File: src/rtl/handshake_rr_arbiter.sv
// Round-robin arbiter merging NUM_INPUTS valid/ready producers into one
// registered output channel that carries the winner's data and index.
module handshake_rr_arbiter #(
    parameter int unsigned NUM_INPUTS  = 4,
    parameter int unsigned DATA_WIDTH  = 32,
    parameter int unsigned INDEX_WIDTH = 2
) (
    input  logic                             clk,
    input  logic                             rst,
    input  logic [NUM_INPUTS*DATA_WIDTH-1:0] ins,
    input  logic [NUM_INPUTS-1:0]            ins_valid,
    output logic [NUM_INPUTS-1:0]            ins_ready,
    output logic [DATA_WIDTH-1:0]            outs,
    output logic                             outs_valid,
    input  logic                             outs_ready,
    output logic [INDEX_WIDTH-1:0]           index
);

    localparam logic STATE_EMPTY = 1'b0;
    localparam logic STATE_FULL  = 1'b1;
    localparam logic [INDEX_WIDTH-1:0] LAST_IDX = INDEX_WIDTH'(NUM_INPUTS - 1);

    logic                   state_q, state_d;
    logic [DATA_WIDTH-1:0]  outs_q, outs_d;
    logic [INDEX_WIDTH-1:0] index_q, index_d;
    logic [INDEX_WIDTH-1:0] ptr_q, ptr_d;

    logic [DATA_WIDTH-1:0]  ins_arr [NUM_INPUTS];
    logic                   grant_found;
    logic [INDEX_WIDTH-1:0] grant_idx;
    logic                   can_load;
    logic                   load;

    for (genvar i = 0; i < NUM_INPUTS; i++) begin : g_unpack
        assign ins_arr[i] = ins[i*DATA_WIDTH +: DATA_WIDTH];
    end

    // Search starts at ptr and wraps modulo NUM_INPUTS, so the lane just
    // served gets the lowest priority on the next search.
    always_comb begin
        int unsigned            cand;
        logic [INDEX_WIDTH-1:0] cand_idx;
        cand        = 0;
        cand_idx    = '0;
        grant_found = 1'b0;
        grant_idx   = '0;
        for (int unsigned k = 0; k < NUM_INPUTS; k++) begin
            cand = 32'(ptr_q) + k;
            if (cand >= NUM_INPUTS) begin
                cand = cand - NUM_INPUTS;
            end
            cand_idx = INDEX_WIDTH'(cand);
            if (!grant_found && ins_valid[cand_idx]) begin
                grant_found = 1'b1;
                grant_idx   = cand_idx;
            end
        end
    end

    always_comb begin
        can_load  = (state_q == STATE_EMPTY) || outs_ready;
        load      = rst && grant_found && can_load;
        ins_ready = '0;
        if (load) begin
            ins_ready[grant_idx] = 1'b1;
        end

        state_d = state_q;
        outs_d  = outs_q;
        index_d = index_q;
        ptr_d   = ptr_q;
        if (load) begin
            state_d = STATE_FULL;
            outs_d  = ins_arr[grant_idx];
            index_d = grant_idx;
            ptr_d   = (grant_idx == LAST_IDX) ? '0 : grant_idx + INDEX_WIDTH'(1);
        end else if ((state_q == STATE_FULL) && outs_ready) begin
            state_d = STATE_EMPTY;
        end
    end

    always_ff @(posedge clk) begin
        if (!rst) begin
            state_q <= STATE_EMPTY;
            outs_q  <= '0;
            index_q <= '0;
            ptr_q   <= '0;
        end else begin
            state_q <= state_d;
            outs_q  <= outs_d;
            index_q <= index_d;
            ptr_q   <= ptr_d;
        end
    end

    assign outs_valid = (state_q == STATE_FULL);
    assign outs       = outs_q;
    assign index      = index_q;

endmodule

File: config.mk
export PLATFORM = sky130hd
export DESIGN_NAME = handshake_rr_arbiter
export DESIGN_NICKNAME = d
export VERILOG_FILES = /design/src/rtl/handshake_rr_arbiter.sv
export SDC_FILE = /design/constraint.sdc
export NUM_CORES = 1
export LEC_CHECK = 0
export CORE_MARGIN = 8
export CORE_UTILIZATION = 31
export DETAILED_ROUTE_END_ITERATION = 10
export PLACE_DENSITY = 0.77
export SLEW_MARGIN = 20
export SYNTH_ARGS = -nofsm -noshare
export SYNTH_HDL_FRONTEND = slang
export SYNTH_SLANG_ARGS = --single-unit
File: constraint.sdc
create_clock -name clk -period 1.8 [get_ports clk]
set_input_delay 0.18 -clock clk [delete_from_list [all_inputs] [get_ports clk]]
set_output_delay 0.18 -clock clk [all_outputs]
set_load 0.005 [all_outputs]
==> results.toml, run 1 <==
[yosys]
synthArstFlopShare_pct = 0
ys.warnings.count = 0
synth_nets = 402
syn_area_per_cell_sq_um = 8.73
synth_edf_count = 0
synthCells = 266
synth_area_leader_cell = "dfxtp_1"
yosysSeqAreaShare_pct = 31.9
yosys_register_bits = 37
synth_top_area_share_pct = 31.9
ys_types = 37
syn_area_sq_um = 2320
ys_top_cells_by_area = "dfxtp_1 (32%), mux2i_1 (13%), nand2_1 (6.3%), a311oi_1 (6.0%), a2111oi_0 (5.7%)"
dominantRegCellSynth = "dfxtp_1"

[hold_path]
hold_path_class = "flop to flop"
min_from = "index[0]"

[clocking]
cts_sinks = 37
clk_latency_ns = 0.28
cts_tree = "done"
path_clk_slew_ns = 0.07
cts_max_level = 2
cts_made_buffers = 5
clock-root-buffer = "clkbuf_8"
hold_buffers = 0
clk_path_buf_depth = 2

[floorplanning]
dieHeight_um = 103
start_util_pct = 32.0
io_pins = 174
placementRows = 31
die_x_um = 103
die_area_sq_um = 10500
core_sq_um = 7250

[worst_setup_path]
worstSetupPathType = "flop to primary output"
cp-end-kind = "primary output"
cp.required_ns = 1.62
cp-startpoint = "ptr_q[1]"
r2r-start = "ptr_q[1]"
startpoint_type = "flop"
path_max_fanout = 5
arrival_ns = 1.66

[route]
dr.pass1.iters = 4
via_per_inst = 5.18
drt_iter0_markers = 68
drc = 0
ant_nets = 0
routed_wl_mm = 10.9
num_vias = 2933
wl_per_cell_um = 19.3

[power_and_ir_drop]
ir_drop_mv = 0.405
p_seq_share_pct = 28.5
power_per_cell_area_nw_per_um2 = 779
p_switching_mw = 1.29
power_frac_comb_pct = 56.2
internal_power_mw = 2.55
p_total_mw = 3.84
p_sw_share_pct = 33.7
leakage_nw = 1.89
p_clk_share_pct = 15.3

[cells_and_area]
multi_input_area_sq_um = 1730
fill_cells = 596
areaGrowthSynthToFinish_pct = 112
final_area_sq_um = 4930
nNetsFinal = 603
final_cell_mix = "clkdlybuf4s50_1 (165), nand2_1 (38), dfxtp_1 (35), buf_4 (32), mux2i_1 (30)"
antenna_cells = 0
mostFrequentLayoutCell = "clkdlybuf4s50_1"
drive_gt1_share_pct = 23.6
regArea_sq_um = 746

[timing]
slew_headroom_pct = 76.3
post-route-period-util_pct = 102
setup_viol = 5
slew_viol_final = 0
setup_slack_ns = -0.0361
finalHoldViolCount = 0
min_period_ns = 1.84
whs_ns = 0.442
rsz0062_at_grt = "true"
tightest_slew_ns = 0.355
fin_skew_ns = 0.00396
fmax_mhz = 545

[run]
cap_violations = 0

[global_routing]
antenna_found_initial = 0
grt_max_degree = 31
overflow = 0
grt.total_usage_pct = 18.6
grt_pass1_vias = 3029
grt_pass1_wl_mm = 15.5

[place]
dpl_cell_area_sq_um = 4300
gp_congestion = 0.928
place_ws_ns = -0.574
hpwlAfterDp_mm = 7.71
portBuffers = 173

[outcome]
violations = "setup timing"
status = "finished, violations left"
==> critical path, stage by stage (launching register included) <==
cell     delay, ns
dfxtp_4       0.37
mux2i_1       0.14
or2_1         0.28
nand2_4       0.14
inv_4         0.05
buf_4         0.15
nor2_4        0.11
buf_2         0.13
==> power groups by stage <==
stage / Sequential (mW) / Clock [mW] / Combinational, mW
6_report: 1.09 / 0.588 / 2.16
5_1_grt: 1.12 / 0.641 / 2.28
4_1_cts: 1.09 / 0.611 / 1.76
3_5_place_dp: 1.10 / 0 / 1.67
3_3_place_gp: 1.10 / 0 / 1.64
2_1_floorplan: 1.11 / 0 / 0.766
==> Yosys cell counts, types with 6 or more instances <==
master and number:
dfxtp_1 37, a311oi_1 16, and3_1 15, mux2i_1 31, nand2_1 39, buf_2 6, a21oi_1 18, o221ai_1 15
clkbuf_1 6, nand3_1 18, a2111oi_0 15
==> cell families (layout without fill, tap and decap cells) <==
| kind of cell | after synthesis | count (layout) | synth area share [%] |
|---|---|---|---|
| DFF | 37 | 37 | 31.9 |
| AOI/OAI and AO/OA | 73 | 73 | 24.1 |
| buffers and inverters | 28 | 229 | 8.51 |
| adders and majority gates | 1 | 1 | 0.538 |
| muxes | 33 | 33 | 14.3 |
| and+or+nand+nor | 94 | 94 | 20.6 |
==> layer usage <==
layer / routed length, um / up-vias / track usage (%) / share of wire (%)
met4: 281 / 0 / 5.19 / 2.6
met2: 5730 / 113 / 34.1 / 53
li1: - / 1421 / - / -
met1: 4210 / 1381 / 21.1 / 39
met5: 0 / - / 0 / 0
met3: 683 / 18 / 3.85 / 6.3
==> registers in the layout (all words and copies together) (netlist names) <==
name / cells
outs: 32
index: 2
outs_valid: 1
ptr_q: 2
==> area by class of cell <==
cell class / instances / area share, %
sequential: 37 / 15.1
multi-input combinational: 201 / 35.2
inverter: 3 / 0.381
tap: 99 / 2.51
timing repair buffer: 219 / 45.0
clock buffer: 7 / 1.75
==> per-stage QoR <==
step | util, % | std cells | TNS (ns)
final | 67.9 | 566 | -0.0883
after global routing | 67.9 | 566 | -1.58
after CTS | 62.0 | 555 | -0.152
after detailed placement | 59.3 | 545 | -16.71
after global placement | 59.3 | 545 | -13.93
after floorplan | - | 266 | 0
==> path summary, 6_finish.rpt <==
check	endpoint	slack, ns	cells after the start
worst max-delay path	ins_ready[0]	-0.04	7
worst min-delay path	index[0]	0.44	2
worst max register to register	outs[29]	-0.01	7
worst min register to register	index[0]	0.44	2
==> what timing repair did <==
| action | CTS | global route |
|---|---|---|
| setup buffers | 3 | 11 |
| pin swaps | 7 | 13 |
| gates cloned | 0 | 2 |
| resized for setup | 54 | 52 |
| setup endpoints to repair | 36 | 35 |
Note: power is estimated with default switching activity, not from simulation.
==> inputs of run 2 (changes only) <==
--- a/config.mk
+++ b/config.mk
@@ -7,6 +7,7 @@
 export LEC_CHECK = 0
 export CORE_MARGIN = 8
 export CORE_UTILIZATION = 31
+export CTS_CLUSTER_SIZE = 14
 export DETAILED_ROUTE_END_ITERATION = 10
 export PLACE_DENSITY = 0.77
 export SLEW_MARGIN = 20
==> results of run 2 <==
Same layout as run 1: the final DEF is identical, and so are final timing and power.
